$ cat src/rtl/i2c_master_ctrl.sv
// i2c_master_ctrl: single-transaction I2C register master (write or read) with open-drain SDA
module i2c_master_ctrl #(
   parameter int QTR          = 62,
   parameter bit CHK_DATA_ACK = 1'b0
) (
   input  logic       CLK,
   input  logic       Reset,
   input  logic       iStart,
   input  logic       iRW,
   input  logic [6:0] iDevID,
   input  logic [7:0] iRegAdd,
   input  logic [7:0] iWData,
   input  logic       iSDA,
   output logic       SCL,
   output logic       oSDA,
   output logic [7:0] oRData,
   output logic       oBusy,
   output logic       oDone,
   output logic       oNack
);
   localparam int QW = (QTR > 1) ? $clog2(QTR) : 1;

   typedef enum logic [3:0] {
      IDLE, START, ADDR, ACK1, REG, ACK2, WDATA, ACK3, RDATA, MNACK, STOP
   } stateT;

   stateT         state, stateNext;
   logic [QW-1:0] qCnt;
   logic [1:0]    phase;
   logic [2:0]    bitCnt;
   logic          rwQ;
   logic [6:0]    idQ;
   logic [7:0]    regQ, wdQ, shiftQ, addrByte;
   logic          qWrap, slotEnd, sampleNow, moved;

   assign addrByte  = {idQ, rwQ};
   assign qWrap     = qCnt == QW'(QTR - 1);
   assign slotEnd   = qWrap && phase == 2'd3;
   assign sampleNow = qWrap && phase == 2'd2;
   assign moved     = stateNext != state;
   assign oBusy     = state != IDLE;

   // state register
   always_ff @(posedge CLK)
      if (Reset) state <= IDLE;
      else       state <= stateNext;

   // next state and bus levels; SCL is low in Q0/Q1 and high in Q2/Q3 of every bit slot
   always_comb begin
      stateNext = state;
      SCL       = phase[1];
      oSDA      = 1'b1;
      case (state)
         IDLE: begin
            SCL = 1'b1;
            if (iStart) stateNext = START;
         end
         START: begin
            SCL  = 1'b1;
            oSDA = 1'b0;
            if (qWrap && phase == 2'd1) stateNext = ADDR;
         end
         ADDR: begin
            oSDA = addrByte[bitCnt];
            if (slotEnd && bitCnt == 3'd0) stateNext = ACK1;
         end
         ACK1:  if (slotEnd) stateNext = oNack ? STOP : REG;
         REG: begin
            oSDA = regQ[bitCnt];
            if (slotEnd && bitCnt == 3'd0) stateNext = ACK2;
         end
         ACK2:  if (slotEnd) stateNext = oNack ? STOP : rwQ ? RDATA : WDATA;
         WDATA: begin
            oSDA = wdQ[bitCnt];
            if (slotEnd && bitCnt == 3'd0) stateNext = ACK3;
         end
         ACK3:  if (slotEnd) stateNext = STOP;
         RDATA: if (slotEnd && bitCnt == 3'd0) stateNext = MNACK;
         MNACK: if (slotEnd) stateNext = STOP;
         STOP: begin
            oSDA = phase == 2'd3;
            if (slotEnd) stateNext = IDLE;
         end
         default: stateNext = IDLE;
      endcase
   end

   // quarter/phase/bit timing, request latching, ACK sampling and read shift register
   always_ff @(posedge CLK)
      if (Reset) begin
         qCnt   <= '0;
         phase  <= 2'd0;
         bitCnt <= 3'd0;
         rwQ    <= 1'b0;
         idQ    <= 7'd0;
         regQ   <= 8'd0;
         wdQ    <= 8'd0;
         shiftQ <= 8'd0;
         oRData <= 8'd0;
         oDone  <= 1'b0;
         oNack  <= 1'b0;
      end else begin
         qCnt   <= (state == IDLE || qWrap) ? '0 : qCnt + 1'b1;
         phase  <= (state == IDLE || moved) ? 2'd0 : qWrap ? phase + 2'd1 : phase;
         bitCnt <= moved ? 3'd7 : slotEnd ? bitCnt - 3'd1 : bitCnt;
         oDone  <= state == STOP && slotEnd;
         if (state == IDLE && iStart) begin
            rwQ   <= iRW;
            idQ   <= iDevID;
            regQ  <= iRegAdd;
            wdQ   <= iWData;
            oNack <= 1'b0;
         end
         if (sampleNow && iSDA && (state == ACK1 || state == ACK2 || (state == ACK3 && CHK_DATA_ACK)))
            oNack <= 1'b1;
         if (sampleNow && state == RDATA) shiftQ <= {shiftQ[6:0], iSDA};
         if (slotEnd && state == MNACK) oRData <= shiftQ;
      end
endmodule

$ cat config.mk
export PLATFORM = sky130hd
export DESIGN_NAME = i2c_master_ctrl
export DESIGN_NICKNAME = d
export VERILOG_FILES = /design/src/rtl/i2c_master_ctrl.sv
export SDC_FILE = /design/constraint.sdc
export NUM_CORES = 1
export LEC_CHECK = 0
export ABC_CLOCK_PERIOD_IN_PS = 1800
export BUFFER_PORTS_ARGS = -buffer_cell sky130_fd_sc_hd__buf_2
export CORE_AREA = 2 2 93 95
export CTS_CLUSTER_DIAMETER = 50
export DETAILED_ROUTE_END_ITERATION = 8
export DIE_AREA = 0 0 95 97
export PLACE_DENSITY = 0.63
export SETUP_SLACK_MARGIN = 0.15
export SYNTH_ARGS = -nofsm -noshare
export SYNTH_HDL_FRONTEND = slang
export SYNTH_SLANG_ARGS = --single-unit
$ cat constraint.sdc
create_clock -name CLK -period 1.8 [get_ports CLK]
set_input_delay 0.36 -clock CLK [delete_from_list [all_inputs] [get_ports CLK]]
set_output_delay 0.36 -clock CLK [all_outputs]
set_load 0.1 [all_outputs]
**Word level (Yosys, flattened, before mapping)**

Cells that the tools add are included.
W data, S select, Z words.

- Register bits: 57
- Bits in latches: 0
- Memory bits (writable): 0
- ROM bits: 0
- Word-level logic and storage cells: 79
- Memories kept: 0

- Add/sub/neg operators: 3
- Multiply operators: 0
- Div/mod/pow operators: 0
- $lt $le $gt $ge: 1
- Eq/ne operators: 15
- Shifts and indexed selects: 0
- Multiplexer cells: 26
- Bitwise logic cells: 0
- Reductions and logical operators: 22

Operators with widths:

| kind | number |
|---|---|
| $mux W4 | 13 |
| $pmux W4 S10 | 1 |
| $eq A4 B3 Y1 const B | 4 |
| $eq A4 B4 Y1 const B | 3 |
| $logic_and A1 B1 Y1 | 10 |
| $bmux W1 S3 | 3 |
| $eq A4 B2 Y1 const B | 2 |
| $reduce_or A2 Y1 | 4 |
| $add A6 B1 Y6 const B | 1 |
| $eq A6 B6 Y1 const B | 1 |
| $mux W1 | 6 |
| $mux W3 | 2 |
| $pmux W1 S5 | 1 |
| $eq A2 B2 Y1 const B | 2 |
| $eq A4 B1 Y1 const B | 1 |
| $logic_not A4 Y1 | 1 |
| $lt A3 B4 Y1 const B | 1 |
| $ne A4 B4 Y1 | 1 |
| $reduce_bool A2 Y1 | 2 |
| $reduce_bool A4 Y1 | 1 |
| $logic_not A3 Y1 | 1 |
| $logic_or A1 B1 Y1 | 3 |
| $sub A3 B1 Y3 const B | 1 |
| $add A2 B1 Y2 const B | 1 |
| $eq A2 B1 Y1 const B | 1 |

**Longest topological paths before layout**

- Depth after elaboration: 8
- Gate-level depth with buffers: 8
- Mapped depth without buffers: 7

**Worst setup path before layout**

No wires, ideal clock.

- Path type: reg-to-output
- From: register state[3]
- To: output port oSDA
- Arrival: 2.588 ns
- Required time: 1.440 ns
- Path slack: -1.148 ns
- Cell stages (with the launch flop): 7
- Path through: dfxtp_1 -> buf_6 -> buf_1 -> nor3_1 -> a21oi_1 -> o22ai_1 -> a22oi_1

- Word-level cells in the longest chain between the ends: 2

Ends and longest elaborated chain:

| item | RTL line | text |
|---|---|---|
| start: declaration | 27 | `stateT state, stateNext;` |
| start signal: assignment | 46 | `else state <= stateNext;` |
| $eq A4 B4 Y1 (tied with other cells) | 53 | `case (state)` |
| $pmux W1 S5 * | 53 |  |
| end: declaration | 15 | `output logic oSDA,` |

Mark *: on every way between the ends. The rest lies on a longest branch, timed or not.

**Worst setup path after layout**

- From: register bitCnt[0]
- To: output port oSDA

- Word-level cells in the longest chain between the ends: 3

Ends and longest elaborated chain:

| item | RTL line | text |
|---|---|---|
| start: declaration | 30 | `logic [2:0] bitCnt;` |
| start signal: assignment | 105 | `bitCnt <= moved ? 3'd7 : slotEnd ? bitCnt - 3'd1 : bitCnt;` |
| $bmux W1 S3, on equally long branches | 74, 64, 69 |  |
| $mux W1, on equally long branches | 74, 64, 69 |  |
| $pmux W1 S5 * | 53 |  |

Mark *: on every way between the ends. The rest lies on a longest branch, timed or not. The select of a mux whose other input is x is not followed.

==> flow_metrics.env <==
export IMPL_ys_async_sr_fraction_pct=0
export IMPL_status="finished with violations"
export IMPL_netlist_area_mm2=0.002785
export IMPL_drc=0
export IMPL_fin_nets=440
export IMPL_path_clk_slew_ns=0.07
export IMPL_initial_core_util_pct=34.24
export IMPL_die_width_um=95
export IMPL_crit_required_ns=1.44
export IMPL_yosysMostFrequentCell="nand2_1"
export IMPL_postSynthAreaPerCell_um2=8.786
export IMPL_numPortBuffers=40
export IMPL_globalRouteOverflowTotal=0
export IMPL_crit_fanout=5
export IMPL_die_h_um=97
export IMPL_fillers=681
export IMPL_hold_slack_ns=0.2450
export IMPL_synth_seq_area_share_pct=40.97
export IMPL_routed_wl_um=8160
export IMPL_hpwl_um=4759
export IMPL_drive_gt1_share_pct=57.07
export IMPL_io_pins=41
export IMPL_synth_cell_types=53
export IMPL_synth_top_area_share_pct=40.97
export IMPL_core_area_mm2=0.008134
export IMPL_final_setup_skew_ns=0.004891
export IMPL_grt_max_degree=22
export IMPL_first_global_vias=2613
export IMPL_totalPowerFinal_uw=3672
export IMPL_cts_sinks=57
export IMPL_vias=2665
export IMPL_n_antenna_cell=0
export IMPL_final_cell_area_mm2=0.004417
export IMPL_fin_ws_ns=-0.4762
export IMPL_vdd_ir_drop_worst_mv=0.6303
export IMPL_clock_root_buffer="clkbuf_8"
export IMPL_slew_headroom_pct=61.88
export IMPL_clock_latency_ns=0.34
export IMPL_period_needed_ns=2.276
export IMPL_cts_path_max_buffers=2
export IMPL_grt_pass1_wl_um=12520
export IMPL_synth_edf_count=0
export IMPL_violations="setup timing"
export IMPL_dp_cells=469
export IMPL_synth_common_cells="nand2_1 (64), dfxtp_1 (57), a21oi_1 (32)"
export IMPL_drt_iter0_drc=110
export IMPL_worstMarginPinSlew_ns=0.5717
export IMPL_cp_arrival_ns=1.92
export IMPL_setup_viol=39
export IMPL_fp_dieArea_mm2=0.009215
export IMPL_powerDensity_mw_per_mm2=831.4
export IMPL_synthToLayoutAreaGrowth_pct=58.58
export IMPL_placed_cell_area_mm2=0.003281
export IMPL_yosysWarnings=0
export IMPL_firstDrtPassIters=4
export IMPL_grt_setup_unrepaired="true"
export IMPL_gp_congestion=0.9081
export IMPL_wl_per_cell_um=15.84
export IMPL_end_kind="primary output"
export IMPL_place_ws_ns=-0.1643
export IMPL_fmax_mhz=439.3
export IMPL_synth_cells=317
export IMPL_finalCritPeriodShare_pct=126.5
export IMPL_antenna_left=0
export IMPL_hold_class="input port to flop"
export IMPL_synthTopCellsByArea="dfxtp_1 (41%), nand2_1 (8.6%), mux2i_1 (6.1%)"
export IMPL_start_kind="flop"
export IMPL_cts_tree="built"
export IMPL_layout_cells_non_filler=515
export IMPL_synth_top_cell_by_area="dfxtp_1"
export IMPL_rows=33
export IMPL_ff2ff_setup_slack_ns=-0.17
export IMPL_antenna_found_initial=0
export IMPL_synth_seq_cells=57
export IMPL_cts_buffers=9
export IMPL_syn_nets=352
export IMPL_ys_flop_type="dfxtp_1"
export IMPL_h_tree_depth=3
export IMPL_worstSetupPathType="flop to primary output"
export IMPL_p_leak_uw=0.001974
export IMPL_drv_cap=0
export IMPL_slew_violations=0
export IMPL_grt_usage_pct=17.32
export IMPL_via_per_inst=5.175
export IMPL_hold_viol=0
[power breakdown]
group | switching [uW] | total, uW | internal (uW)
clock network | 558 | 1130 | 568
registers | 68.0 | 1390 | 1320
logic | 573 | 1160 | 582
[registers in the layout (all words and copies together), names as in the netlist]
| name | flops |
|---|---|
| oRData | 8 |
| regQ | 8 |
| shiftQ | 8 |
| wdQ | 8 |
| idQ | 7 |
| qCnt | 6 |
| state | 4 |
| bitCnt | 3 |
| phase | 2 |
| oDone | 1 |
| oNack | 1 |
| rwQ | 1 |
[critical path: stages, from the launching register on]
cell	delay, ns
dfxtp_2	0.35
buf_6	0.13
mux4_2	0.51
nor2_2	0.14
o21ai_2	0.06
o21ai_2	0.07
a22oi_2	0.12
buf_12	0.19
[final timing paths]
| path | endpoint | startpoint | depth (start not counted) |
|---|---|---|---|
| worst max register to register | wdQ[7] | state[1] | 11 |
| worst min register to register | qCnt[0] | qCnt[0] | 1 |
| worst max-delay path | oSDA | bitCnt[0] | 7 |
| worst min-delay path | idQ[3] | iDevID[3] | 3 |
[cell usage in the layout (no fill, tap or decap), drive strengths merged, types with 4 or more instances in the layout]
cell type	n
clkbuf	12
nand4	4
clkinv	4
xnor2	4
inv	10
a21oi	32
nor3	5
dfxtp	57
buf	99
mux2i	17
ha	7
o21ai	10
nor2	32
mux4	6
nand2	64
xor2	5
a31oi	4
[routing by layer]
metal  routed length [um]  up-vias  global-route usage [%]
met5                    0        -                       0
met4                  187        0                   6.355
met2                 4252       68                   29.51
met1                 3424     1306                   20.99
li1                     -     1275                       -
met3                  296       16                   3.972
[through the flow]
step / TNS [ns] / utilization [%]
after floorplan: -0.4223 / -
after global placement: -0.2476 / 40.33
after detailed placement: -0.2785 / 40.33
after CTS: -1.258 / 49.36
after global routing: -6.839 / 54.30
final: -3.981 / 54.30
[cell type report]
type / instances / area, um2 / area share, %
well taps: 105 / 131.4 / 2.975
clock inverters: 5 / 28.78 / 0.6516
clock buffers: 11 / 151.4 / 3.428
inverters: 10 / 37.54 / 0.8499
flip-flops and latches: 57 / 1165 / 26.37
multi-input cells: 227 / 1962 / 44.42
repair buffers: 100 / 940.9 / 21.30
[cell families after synthesis]
family / Yosys count / share of synthesized area, %
simple gates: 126 / 22.10
compound gates: 61 / 13.66
buf+inv: 33 / 5.930
fa+ha+maj: 7 / 3.145
mux: 24 / 11.37
xor+xnor: 9 / 2.830
flops: 57 / 40.97
[what timing repair did]
item,4_1_cts,5_1_grt
endpoints found under the setup margin,29,59
gates resized for setup,108,65
hold buffers,0,0
buffers inserted,12,12
pin swaps,69,55
cloned,5,1
Note: power is estimated with default switching activity, not from simulation.
